File: src/rtl/vend_disp_pkg.sv
// Shared types and digit codes for the vending display formatter.
package vend_disp_pkg;

  localparam logic [3:0] DIG_DASH  = 4'hA;
  localparam logic [3:0] DIG_C     = 4'hC;
  localparam logic [3:0] DIG_BLANK = 4'hF;

  typedef enum logic [1:0] {
    ModeNum    = 2'b00,
    ModeDash   = 2'b01,
    ModeChange = 2'b10,
    ModeBlank  = 2'b11
  } disp_mode_t;

  typedef enum logic [1:0] {
    StIdle,
    StConv,
    StCommit
  } state_t;

endpackage

File: src/rtl/vend_display_fmt_if.sv
// Request/result bundle between the display formatter and its client.
interface vend_display_fmt_if
  import vend_disp_pkg::*;
#(
  parameter int unsigned W = 14
) ();

  logic        load;
  disp_mode_t  mode;
  logic [W-1:0] value;
  logic        busy;
  logic        done;
  logic [15:0] display_output;

  modport master (
    output load, mode, value,
    input  busy, done, display_output
  );

  modport slave (
    input  load, mode, value,
    output busy, done, display_output
  );

endinterface

File: src/rtl/bin2bcd_seq.sv
// Sequential double-dabble: W shift steps after start, last flags the final step.
module bin2bcd_seq #(
  parameter int unsigned W = 14
) (
  input  logic         clk,
  input  logic         rst_n,
  input  logic         start,
  input  logic [W-1:0] bin,
  output logic [15:0]  bcd,
  output logic         last
);

  localparam int unsigned CW = $clog2(W + 1);

  logic [CW-1:0] cnt_q, cnt_d;
  logic [W-1:0]  sr_q, sr_d;
  logic [15:0]   bcd_q, bcd_d;
  logic [15:0]   adj;

  always_comb begin
    adj = bcd_q;
    for (int i = 0; i < 4; i++) begin
      if (adj[4*i +: 4] >= 4'd5) adj[4*i +: 4] = adj[4*i +: 4] + 4'd3;
    end
    cnt_d = cnt_q;
    sr_d  = sr_q;
    bcd_d = bcd_q;
    if (start) begin
      cnt_d = CW'(W);
      sr_d  = bin;
      bcd_d = '0;
    end else if (cnt_q != '0) begin
      cnt_d = cnt_q - 1'b1;
      sr_d  = sr_q << 1;
      bcd_d = (adj << 1) | 16'(sr_q[W-1]);
    end
  end

  always_ff @(posedge clk or negedge rst_n) begin
    if (!rst_n) begin
      cnt_q <= '0;
      sr_q  <= '0;
      bcd_q <= '0;
    end else begin
      cnt_q <= cnt_d;
      sr_q  <= sr_d;
      bcd_q <= bcd_d;
    end
  end

  assign bcd  = bcd_q;
  assign last = (cnt_q == CW'(1));

endmodule

File: src/rtl/vend_display_fmt.sv
// Formats a tenths-of-a-dollar amount into four display digit codes.
// Define VEND_DISP_LZB_EN to enable leading-zero blanking.
module vend_display_fmt
  import vend_disp_pkg::*;
#(
  parameter int unsigned W    = 14,
  parameter int unsigned MAXV = 9999
) (
  input logic               clk,
  input logic               rst_n,
  vend_display_fmt_if.slave bus
);

  state_t      state_q, state_d;
  disp_mode_t  mode_q, mode_d;
  logic        err_q, err_d;
  logic        busy_q, busy_d;
  logic        done_q, done_d;
  logic [15:0] disp_q, disp_d;
  logic [15:0] bcd, fmt;
  logic        in_range, start, last;

  always_comb begin
    in_range = (bus.mode == ModeNum) ? (32'(bus.value) <= MAXV) : (32'(bus.value) <= 32'd999);
    start    = (state_q == StIdle) && bus.load && in_range &&
               ((bus.mode == ModeNum) || (bus.mode == ModeChange));
  end

  bin2bcd_seq #(
    .W(W)
  ) u_conv (
    .clk  (clk),
    .rst_n(rst_n),
    .start(start),
    .bin  (bus.value),
    .bcd  (bcd),
    .last (last)
  );

  always_comb begin
    fmt = {4{DIG_DASH}};
    unique case (mode_q)
      ModeNum: begin
        if (!err_q) begin
          fmt = bcd;
`ifdef VEND_DISP_LZB_EN
          if (bcd[15:12] == 4'd0) begin
            fmt[15:12] = DIG_BLANK;
            if (bcd[11:8] == 4'd0) fmt[11:8] = DIG_BLANK;
          end
`endif
        end
      end
      ModeChange: begin
        if (!err_q) begin
          fmt = {DIG_C, bcd[11:0]};
`ifdef VEND_DISP_LZB_EN
          if (bcd[11:8] == 4'd0) fmt[11:8] = DIG_BLANK;
`endif
        end
      end
      ModeDash:  fmt = {4{DIG_DASH}};
      ModeBlank: fmt = {4{DIG_BLANK}};
      default:   fmt = {4{DIG_DASH}};
    endcase
  end

  always_comb begin
    state_d = state_q;
    mode_d  = mode_q;
    err_d   = err_q;
    busy_d  = busy_q;
    done_d  = 1'b0;
    disp_d  = disp_q;
    unique case (state_q)
      StIdle: begin
        if (bus.load) begin
          mode_d = bus.mode;
          err_d  = !in_range;
          if (start) begin
            state_d = StConv;
            busy_d  = 1'b1;
          end else begin
            state_d = StCommit;
          end
        end
      end
      StConv: if (last) state_d = StCommit;
      StCommit: begin
        // Only write point of the display, so partial digits never reach the driver.
        disp_d  = fmt;
        done_d  = 1'b1;
        busy_d  = 1'b0;
        state_d = StIdle;
      end
      default: state_d = StIdle;
    endcase
  end

  always_ff @(posedge clk or negedge rst_n) begin
    if (!rst_n) begin
      state_q <= StIdle;
      mode_q  <= ModeNum;
      err_q   <= 1'b0;
      busy_q  <= 1'b0;
      done_q  <= 1'b0;
      disp_q  <= 16'hFFFF;
    end else begin
      state_q <= state_d;
      mode_q  <= mode_d;
      err_q   <= err_d;
      busy_q  <= busy_d;
      done_q  <= done_d;
      disp_q  <= disp_d;
    end
  end

  assign bus.busy           = busy_q;
  assign bus.done           = done_q;
  assign bus.display_output = disp_q;

endmodule

File: src/flat_wrapper.sv
// flat-port wrapper written by rule: the top's interface ports become plain ports
module vend_display_fmt_flat import vend_disp_pkg::*;
#(
  parameter int unsigned W    = 14,
  parameter int unsigned MAXV = 9999
)
  (clk, rst_n, bus_load, bus_mode, bus_value, bus_busy, bus_done, bus_display_output);
  vend_display_fmt_if #(.W(W)) bus_i ();
  input logic clk;
  input logic rst_n;
  input wire logic [$bits(bus_i.load)-1:0] bus_load;
  input wire logic [$bits(bus_i.mode)-1:0] bus_mode;
  input wire logic [$bits(bus_i.value)-1:0] bus_value;
  output wire logic [$bits(bus_i.busy)-1:0] bus_busy;
  output wire logic [$bits(bus_i.done)-1:0] bus_done;
  output wire logic [$bits(bus_i.display_output)-1:0] bus_display_output;
  assign bus_i.load = bus_load;
  assign bus_i.mode = bus_mode;
  assign bus_i.value = bus_value;
  assign bus_busy = bus_i.busy;
  assign bus_done = bus_i.done;
  assign bus_display_output = bus_i.display_output;
  vend_display_fmt #(.W(W), .MAXV(MAXV)) u_core (.clk(clk), .rst_n(rst_n), .bus(bus_i));
endmodule
File: config.mk
export PLATFORM = sky130hd
export DESIGN_NAME = vend_display_fmt_flat
export DESIGN_NICKNAME = d
export VERILOG_FILES = /design/src/rtl/vend_disp_pkg.sv /design/src/rtl/vend_display_fmt_if.sv /design/src/rtl/bin2bcd_seq.sv /design/src/rtl/vend_display_fmt.sv /design/src/flat_wrapper.sv
export SDC_FILE = /design/constraint.sdc
export NUM_CORES = 1
export LEC_CHECK = 0
export CORE_ASPECT_RATIO = 0.9
export CORE_MARGIN = 4
export CORE_UTILIZATION = 45
export DETAILED_ROUTE_END_ITERATION = 16
export PLACE_DENSITY = 0.75
export REMOVE_ABC_BUFFERS = 1
export SLEW_MARGIN = 15
export SYNTH_ARGS = -nofsm -noshare
export SYNTH_HDL_FRONTEND = slang
export SYNTH_SLANG_ARGS = --single-unit
File: constraint.sdc
create_clock -name clk -period 1.7 [get_ports clk]
set_input_delay 0.255 -clock clk [delete_from_list [all_inputs] [get_ports clk]]
set_output_delay 0.255 -clock clk [all_outputs]
set_load 0.005 [all_outputs]
Word level (Yosys, flattened, before mapping) --
Cells that the tools add are included.
Word-level totals: register bits 57, logic and storage cells 67, output and inout port bits 18
Operators by class: eq/ne operators 10, bitwise gates (word level) 1, order comparisons 6, $add $sub $neg 5, mux-type cells 22, reduce and logical (&&, ||, !) cells 14
Operators by type and width (count):
- case mux 16 bit (4 select lines) | 1
- two-way mux 16 bit | 3
- two-way mux 14 bit | 2
- two-way mux 4 bit | 5
- greater-or-equal comparator 4 x 3 -> 1 bit, second input constant | 4
- bitwise OR 16 x 1 -> 16 bit | 1
- two-way mux 15 bit | 1
- <= comparator 14 x 10 -> 1 bit, second input constant | 1
- <= comparator 14 bit, second input constant | 1
- adder 4 x 2 -> 4 bit, second input constant | 3
- equality test 2 bit, second input constant | 4
- zero test 2 bit | 3
- two-way mux 2 bit | 3
- equality test 2 x 1 -> 1 bit, second input constant | 2
- equality test 4 x 1 -> 1 bit, second input constant | 1
- two-way mux 1 bit | 4
- inequality test 2 x 1 -> 1 bit, second input constant | 2
- case mux 2 bit (2 select lines) | 1
- AND reduction 2 bit | 2
- nonzero test 2 bit | 2
- nonzero test 4 bit | 1
- subtractor 4 x 1 -> 4 bit, second input constant | 1
- adder 3 x 2 -> 3 bit, second input constant | 1
- logical AND 1 bit | 3
- other kinds (6) | 6

Depth between registers and ports, before layout --
Gate-level depths: netlist of run 1.
depth in word-level cells 7, gate-level depth with buffers 7

Hierarchy --
Synthesis of run 1 repeated with hierarchy kept, for this count alone.
Second synthesis, totals: cell total of the unflattened synthesis 303, area total of the unflattened synthesis 2986.6 um^2
Modules (own cells, without submodules):
- bin2bcd_seq | sequential area each 850.8 um^2, area an instance 1974.4 um^2, cells each 207, instances 1
- vend_display_fmt | sequential area each 595.6 um^2, area an instance 1012.2 um^2, cells each 96, instances 1

Worst setup path after synthesis of run 1 --
Ideal clock, no wire load.
kind register to register, start point reg u_core.u_conv.cnt_q[0], end point reg u_core.u_conv.sr_q[11], arrival 1.730 ns, setup slack -0.157 ns, buffers on the path 1, cell stages (with the launch flop) 7, library setup time 0.127 ns, data required time 1.573 ns, period minus slack after synthesis 1.857 ns, cell sequence dfrtp_1 inv_1 ha_1 or3b_1 clkbuf_1 mux2_2 mux2_1
Between the ends: cells in the longest elaborated chain, start to end 2
Ends and longest elaborated chain:
- start: declaration | RTL line bin2bcd_seq.sv:15 | logic [CW-1:0] cnt_q, cnt_d;
- start signal: assignment | RTL line bin2bcd_seq.sv:45 | cnt_q <= cnt_d;
- nonzero test 4 bit | RTL line bin2bcd_seq.sv:32 | end else if (cnt_q != '0) begin
- nonzero test 2 bit (no line)
- end signal: assignment | RTL line bin2bcd_seq.sv:46 | sr_q <= sr_d;
- end: declaration | RTL line bin2bcd_seq.sv:16 | logic [W-1:0] sr_q, sr_d;
Every way passes these cells. A chain may end at the register's enable or synchronous reset.

Worst setup path in the final report of run 1 --
start point reg u_core.u_conv.cnt_q[1], end point reg u_core.u_conv.sr_q[7]
Same word-level chain as after synthesis.

==> results of run 1 <==
==> layout make-up <==
type	count	area (um2)	share of cell area (%)
multi-input cells	190	1520	35.7
flip-flops and latches	57	1450	34.1
repair buffers	88	922	21.7
clock buffers	14	183	4.30
well taps	87	109	2.56
inverters	16	60.1	1.41
clock inverters	2	10.0	0.236
==> layer usage <==
metal	vias up	routed length [um]	GRT usage, %
li1	1150	-	-
met4	0	122	6.07
met2	78	3500	31.3
met5	-	0	0
met1	1169	3040	23.1
met3	17	436	6.76
==> sequential cells by signal, summed over array words and instances (netlist names) <==
register                   cells
u_core.err_q                   1
u_core.bus.display_output     16
u_core.u_conv.sr_q            14
u_core.bus.done                1
u_core.mode_q                  2
u_core.bus.busy                1
u_core.u_conv.bcd             16
u_core.u_conv.cnt_q            4
u_core.state_q                 2
==> report_power, final <==
part           switching [mW]  internal [mW]
clock network           0.526          0.684
registers               0.427           1.97
logic                    1.47           1.89
==> worst register-to-register path, cell delays in order (launching register included) <==
cell,delay (ns)
dfrtp_1,0.39
inv_2,0.08
ha_4,0.13
or3b_4,0.45
buf_16,0.18
mux2_2,0.27
mux2_2,0.26
==> through the flow <==
stage          power (mW)  instance area (um2)  hold slack [ns]
2_1_floorplan        3.85                 2830          -0.0406
3_3_place_gp         4.90                 3630            0.279
3_5_place_dp         5.00                 3630            0.281
4_1_cts              6.78                 4080            0.452
5_1_grt              7.48                 4250            0.286
6_report             6.96                 4250            0.287
==> cells by family (layout without fill, tap and decap cells) <==
kind of cell,Yosys count,count (layout),synth area share [%]
buffers and inverters,29,120,4.24
multiplexers,30,30,11.6
AND/OR/NAND/NOR,78,78,13.5
AO/OA/AOI/OAI,68,68,15.0
adder cells (fa/ha/maj),11,11,4.76
XOR/XNOR,3,3,0.908
flip-flops,57,57,50.0
==> synthesized netlist by cell type, types with 4 or more instances <==
| master | number |
|---|---|
| a2111oi_0 | 4 |
| a211oi_1 | 5 |
| a21o_1 | 4 |
| a21oi_1 | 19 |
| and3_1 | 4 |
| clkbuf_1 | 7 |
| dfrtp_1 | 41 |
| dfstp_2 | 16 |
| ha_1 | 11 |
| inv_1 | 16 |
| mux2_1 | 6 |
| mux2_2 | 22 |
| nand2_1 | 23 |
| nand2b_1 | 7 |
| nand3_1 | 5 |
| nor2_1 | 15 |
| nor3_1 | 10 |
| nor4_1 | 4 |
| o21ai_0 | 21 |
| o22a_1 | 6 |
==> worst max path at each step <==
stage,startpoint,endpoint,slack [ns],cells after the start
6_report,u_core.u_conv.cnt_q[1]$_DFFE_PN0P_,u_core.u_conv.sr_q[7]$_DFFE_PN0P_,-0.18,6
2_1_floorplan,u_core.state_q[0]$_DFFE_PN0P_,u_core.u_conv.sr_q[1]$_DFFE_PN0P_,-0.56,4
4_1_cts,u_core.u_conv.cnt_q[1]$_DFFE_PN0P_,u_core.u_conv.sr_q[11]$_DFFE_PN0P_,-0.17,6
3_3_place_gp,bus_value[12],u_core.u_conv.sr_q[5]$_DFFE_PN0P_,-0.43,7
5_1_grt,u_core.u_conv.cnt_q[1]$_DFFE_PN0P_,u_core.u_conv.sr_q[7]$_DFFE_PN0P_,-0.24,6
3_5_place_dp,bus_value[10],u_core.u_conv.sr_q[4]$_DFFE_PN0P_,-0.50,6
==> repair_timing <==
action / in CTS / in global routing
pin swaps: 8 / 3
gates resized for setup: 47 / 24
gates cloned: 2 / 1
setup endpoints to repair: 28 / 38
hold endpoints to repair: 41 / 0
buffers inserted: 5 / 5
hold buffers: 1 / 0
==> flow_summary.yaml, run 1 <==
grt:
  grt_overflow: 0
  grt_antenna_before_repair: 0
  grt_use_total_pct: 19.0
  grt_pass1_vias: 2492
  grt_start_max_net_pins: 58
  grt_pass1_wl_um: 11600
timing:
  setup_tns_ns: -2.90
  max_freq_mhz: 532
  finalSetupViolations: 28
  post-route-period-util_pct: 110
  hold_viol_final: 0
  skew_ns: 0.00870
  slew_violations: 0
  setup_ws_ns: -0.178
  relSlewSlack_pct: 74.8
  worst_pin_slew_ns: 0.375
  rsz0062_at_grt: "yes"
  finalCriticalPeriod_ns: 1.88
critical_path:
  crit_buf_inv: 2
  r2r_start: "u_core.u_conv.cnt_q[1]$_DFFE_PN0P_"
  cpMostUsedCell: "mux2_2"
  critPathKind: "reg2reg"
  crit_chain: "inv_2 > ha_4 > or3b_4 > buf_16 > mux2_2 > mux2_2"
  crit_path_start_kind: "register"
  crit_path_max_incr_delay_ns: 0.45
  crit_slowest_cell: "or3b_4"
  r2r_end: "u_core.u_conv.sr_q[7]$_DFFE_PN0P_"
  arrival_ns: 2.10
  endpoint_kind: "register"
  cp.required_ns: 1.92
  path_delay_family: "multiplexers"
  crit_fanout: 9
  rrSetupSlack_ns: -0.18
  rr_worst_depth: 6
floorplanning:
  die_w_um: 92.5
  die_y_um: 84.1
  die_area_um2: 7780
  rows: 27
  core_area_um2: 6180
  initial_core_util_pct: 46.8
  io_pins: 37
clock_tree:
  clock_latency_ns: 0.34
  clock-root-buffer: "clkbuf_8"
  cts_tree: "yes"
  cts_buffers: 9
  htree_levels: 3
  clk_pin_slew_worst_paths_ns: 0.06
  clock_sinks: 57
  clockBufferDepth: 2
placed_design:
  io_buffers: 36
  place_ws_ns: -0.498
  place_hpwl_um: 4220
  place_congestion: 0.843
  placed_cells: 424
final_layout:
  num_antenna_cells: 0
  areaGrowthSynthToFinish_pct: 46.7
  drive_above_1_share_pct: 38.7
  final_util_pct: 68.7
  finalNonFillerCells: 454
  final_common_cell: "dfrtp_1"
  layout_common_cells: "dfrtp_1 (41), buf_4 (35), clkdlybuf4s50_1 (27)"
  nFillCells: 444
  finalNetCount: 392
logic_synthesis:
  synth_edf_count: 0
  ys_types: 42
  ys_seq_elements: 57
  yosysWarnings: 0
  syn_area_per_cell_um2: 10.5
  synthCells: 276
  seq_area_frac_synth_pct: 50.0
  yosys.area.top_type: "dfrtp_1"
  synth_area_leaders: "dfrtp_1 (35%), dfstp_2 (15%), mux2_2 (8.6%)"
  synth_top_area_share_pct: 35.5
  syn-cell-area_um2: 2890
  ys.flop_type: "dfrtp_1"
  async_reset_ff_share_pct: 100
routing:
  totalWireLength_um: 7100
  avgViaCountPerCell: 5.32
  drtIter0Drc: 160
  dr.pass1.iters: 4
  route.detailed.drc: 0
  post_drt_wl_per_cell_um: 15.6
  ant_nets: 0
  vias: 2414
status:
  violations: "negative setup slack"
  status: "finished with violations"
flow_run:
  maxCapViolCount: 0
power_and_ir_drop:
  p_per_area_nw_per_um2: 1640
  ir_worst_vdd_v: 0.000769
  p_leak_nw: 1.94
hold_path:
  min_to: "u_core.u_conv.sr_q[4]$_DFFE_PN0P_"
  min_path_cells: 2
  hold_path_class: "in2reg"
  hp-start: "bus_value[4]"
(Power assumes the default switching activity.)
==> run 2: changes to the inputs <==
--- a/config.mk
+++ b/config.mk
@@ -5,10 +5,11 @@
 export SDC_FILE = /design/constraint.sdc
 export NUM_CORES = 1
 export LEC_CHECK = 0
-export CORE_ASPECT_RATIO = 0.9
+export CORE_ASPECT_RATIO = 1.4
 export CORE_MARGIN = 4
 export CORE_UTILIZATION = 45
 export DETAILED_ROUTE_END_ITERATION = 16
+export MAX_ROUTING_LAYER = met4
 export PLACE_DENSITY = 0.75
 export REMOVE_ABC_BUFFERS = 1
 export SLEW_MARGIN = 15
==> flow_summary.yaml, run 2 (synthesis results as in run 1) <==
timing:
  setup_ws_ns: -0.169
  max_freq_mhz: 535
  finalSetupViolations: 30
  finalCriticalPeriod_ns: 1.87
  hold_viol_final: 0
  slew_violations: 0
  rsz0062_at_grt: "yes"
  worst_pin_slew_ns: 0.398
  post-route-period-util_pct: 110
  worst_hold_slack_ns: 0.425
  relSlewSlack_pct: 73.2
  skew_ns: 0.0110
final_layout:
  drive_above_1_share_pct: 38.8
  layout_common_cells: "dfrtp_1 (41), buf_4 (40), clkdlybuf4s50_1 (34)"
  finalNetCount: 391
  areaGrowthSynthToFinish_pct: 44.5
  num_antenna_cells: 0
  final_common_cell: "dfrtp_1"
  finalNonFillerCells: 438
floorplanning:
  core_area_um2: 6250
  die_y_um: 103
  die_w_um: 75.8
  io_pins: 37
  die_area_um2: 7800
  initial_core_util_pct: 46.3
  rows: 34
grt:
  grt_overflow: 0
  grt_antenna_before_repair: 0
  grt_pass1_vias: 2520
  grt_pass1_wl_um: 11200
  grt_use_total_pct: 19.5
  grt_start_max_net_pins: 58
critical_path:
  cpMostUsedCell: "mux2_2"
  critPathKind: "reg2reg"
  crit_chain: "inv_2 > ha_4 > or3b_4 > clkbuf_16 > mux2_2 > mux2_2"
  crit_path_max_incr_delay_ns: 0.42
  crit_buf_inv: 2
  crit_path_start_kind: "register"
  endpoint_kind: "register"
  path_delay_family: "multiplexers"
  crit_slowest_cell: "or3b_4"
  crit_fanout: 6
  arrival_ns: 2.10
  r2r_start: "u_core.u_conv.cnt_q[0]$_DFFE_PN0P_"
  startpoint: "u_core.u_conv.cnt_q[0]$_DFFE_PN0P_"
  cp.required_ns: 1.93
power_and_ir_drop:
  ir_worst_vdd_v: 0.000716
  p_per_area_nw_per_um2: 1730
  p_total_mw: 7.24
  p_leak_nw: 1.87
routing:
  vias: 2433
  dr.pass1.iters: 5
  post_drt_wl_per_cell_um: 17.0
  route.detailed.drc: 0
  totalWireLength_um: 7430
  ant_nets: 0
  drtIter0Drc: 122
  avgViaCountPerCell: 5.55
clock_tree:
  clk_pin_slew_worst_paths_ns: 0.07
  clock_sinks: 57
  clock_latency_ns: 0.35
  cts_buffers: 9
  cts_tree: "yes"
  htree_levels: 3
  clock-root-buffer: "clkbuf_8"
  clockBufferDepth: 2
hold_path:
  hp-start: "bus_value[13]"
  hold_path_class: "in2reg"
placed_design:
  place_ws_ns: -0.490
  placed_cells: 411
  io_buffers: 36
  place_congestion: 0.877
  place_hpwl_um: 4660
status:
  violations: "negative setup slack"
  status: "finished with violations"
flow_run:
  maxCapViolCount: 0
run 2: cell type report:
cell class	count	area, um2
clock inverters	3	65.1
fillers	436	2070
inverters	16	60.1
clock buffers	13	149
well taps	72	90.1
flip-flops and latches	57	1450
repair buffers	87	838
multi-input cells	190	1530
run 2: stage by stage:
step / setup TNS (ns) / area (um2) / utilization [%]
final: -2.51 / 4180 / 66.9
after global routing: -4.48 / 4180 / 66.9
after CTS: -1.85 / 3970 / 63.5
after detailed placement: -15.37 / 3600 / 57.6
after global placement: -13.10 / 3600 / 57.6
after floorplan: -14.25 / 2830 / -
run 2: repair_timing:
item                                   CTS  global route
resized for setup                       25            44
setup endpoints to repair               34            35
hold buffers                             1             0
cloned                                   0             1
pin swaps                                3             9
endpoints found under the hold margin   41             0
setup buffers                            6             4
run 2: worst register-to-register path: stages (launching register included):
cell       delay (ns)
dfrtp_1          0.39
inv_2            0.09
ha_4             0.13
or3b_4           0.42
clkbuf_16        0.18
mux2_2           0.27
mux2_2           0.27
run 2: path summary, 6_finish.rpt:
kind	to	slack (ns)	cells after the start
min in group asynchronous	u_core.u_conv.cnt_q[1]$_DFFE_PN0P_	0.45	3
hold / removal	u_core.u_conv.sr_q[13]$_DFFE_PN0P_	0.43	3
setup reg to reg	u_core.u_conv.sr_q[6]$_DFFE_PN0P_	-0.17	6
max in group asynchronous	u_core.bus.display_output[2]$_DFFE_PN1P_	0.95	3
hold reg to reg	u_core.bus.display_output[13]$_DFFE_PN1P_	0.46	2
setup / recovery	u_core.u_conv.sr_q[6]$_DFFE_PN0P_	-0.17	6
run 2: where the power goes:
part	total [mW]	switching, mW	internal [mW]
combinational	3.43	1.51	1.93
sequential	2.41	0.435	1.97
clock	1.40	0.536	0.865
run 2: metal layers:
layer  up-vias  track usage, %  part of all wire [%]
met5         -               -                     0
met4         0            9.69                   3.2
met3        23            4.88                   3.4
met2        65            31.9                    56
met1      1196            21.8                    37
li1       1149               -                     -
==> run 3: changes to the inputs <==
--- a/config.mk
+++ b/config.mk
@@ -8,6 +8,7 @@
 export CORE_ASPECT_RATIO = 1.4
 export CORE_MARGIN = 4
 export CORE_UTILIZATION = 45
+export CTS_CLUSTER_SIZE = 28
 export DETAILED_ROUTE_END_ITERATION = 16
 export MAX_ROUTING_LAYER = met4
 export PLACE_DENSITY = 0.75
==> results of run 3 <==
No change in the layout: final DEF, timing and power equal those of run 2.
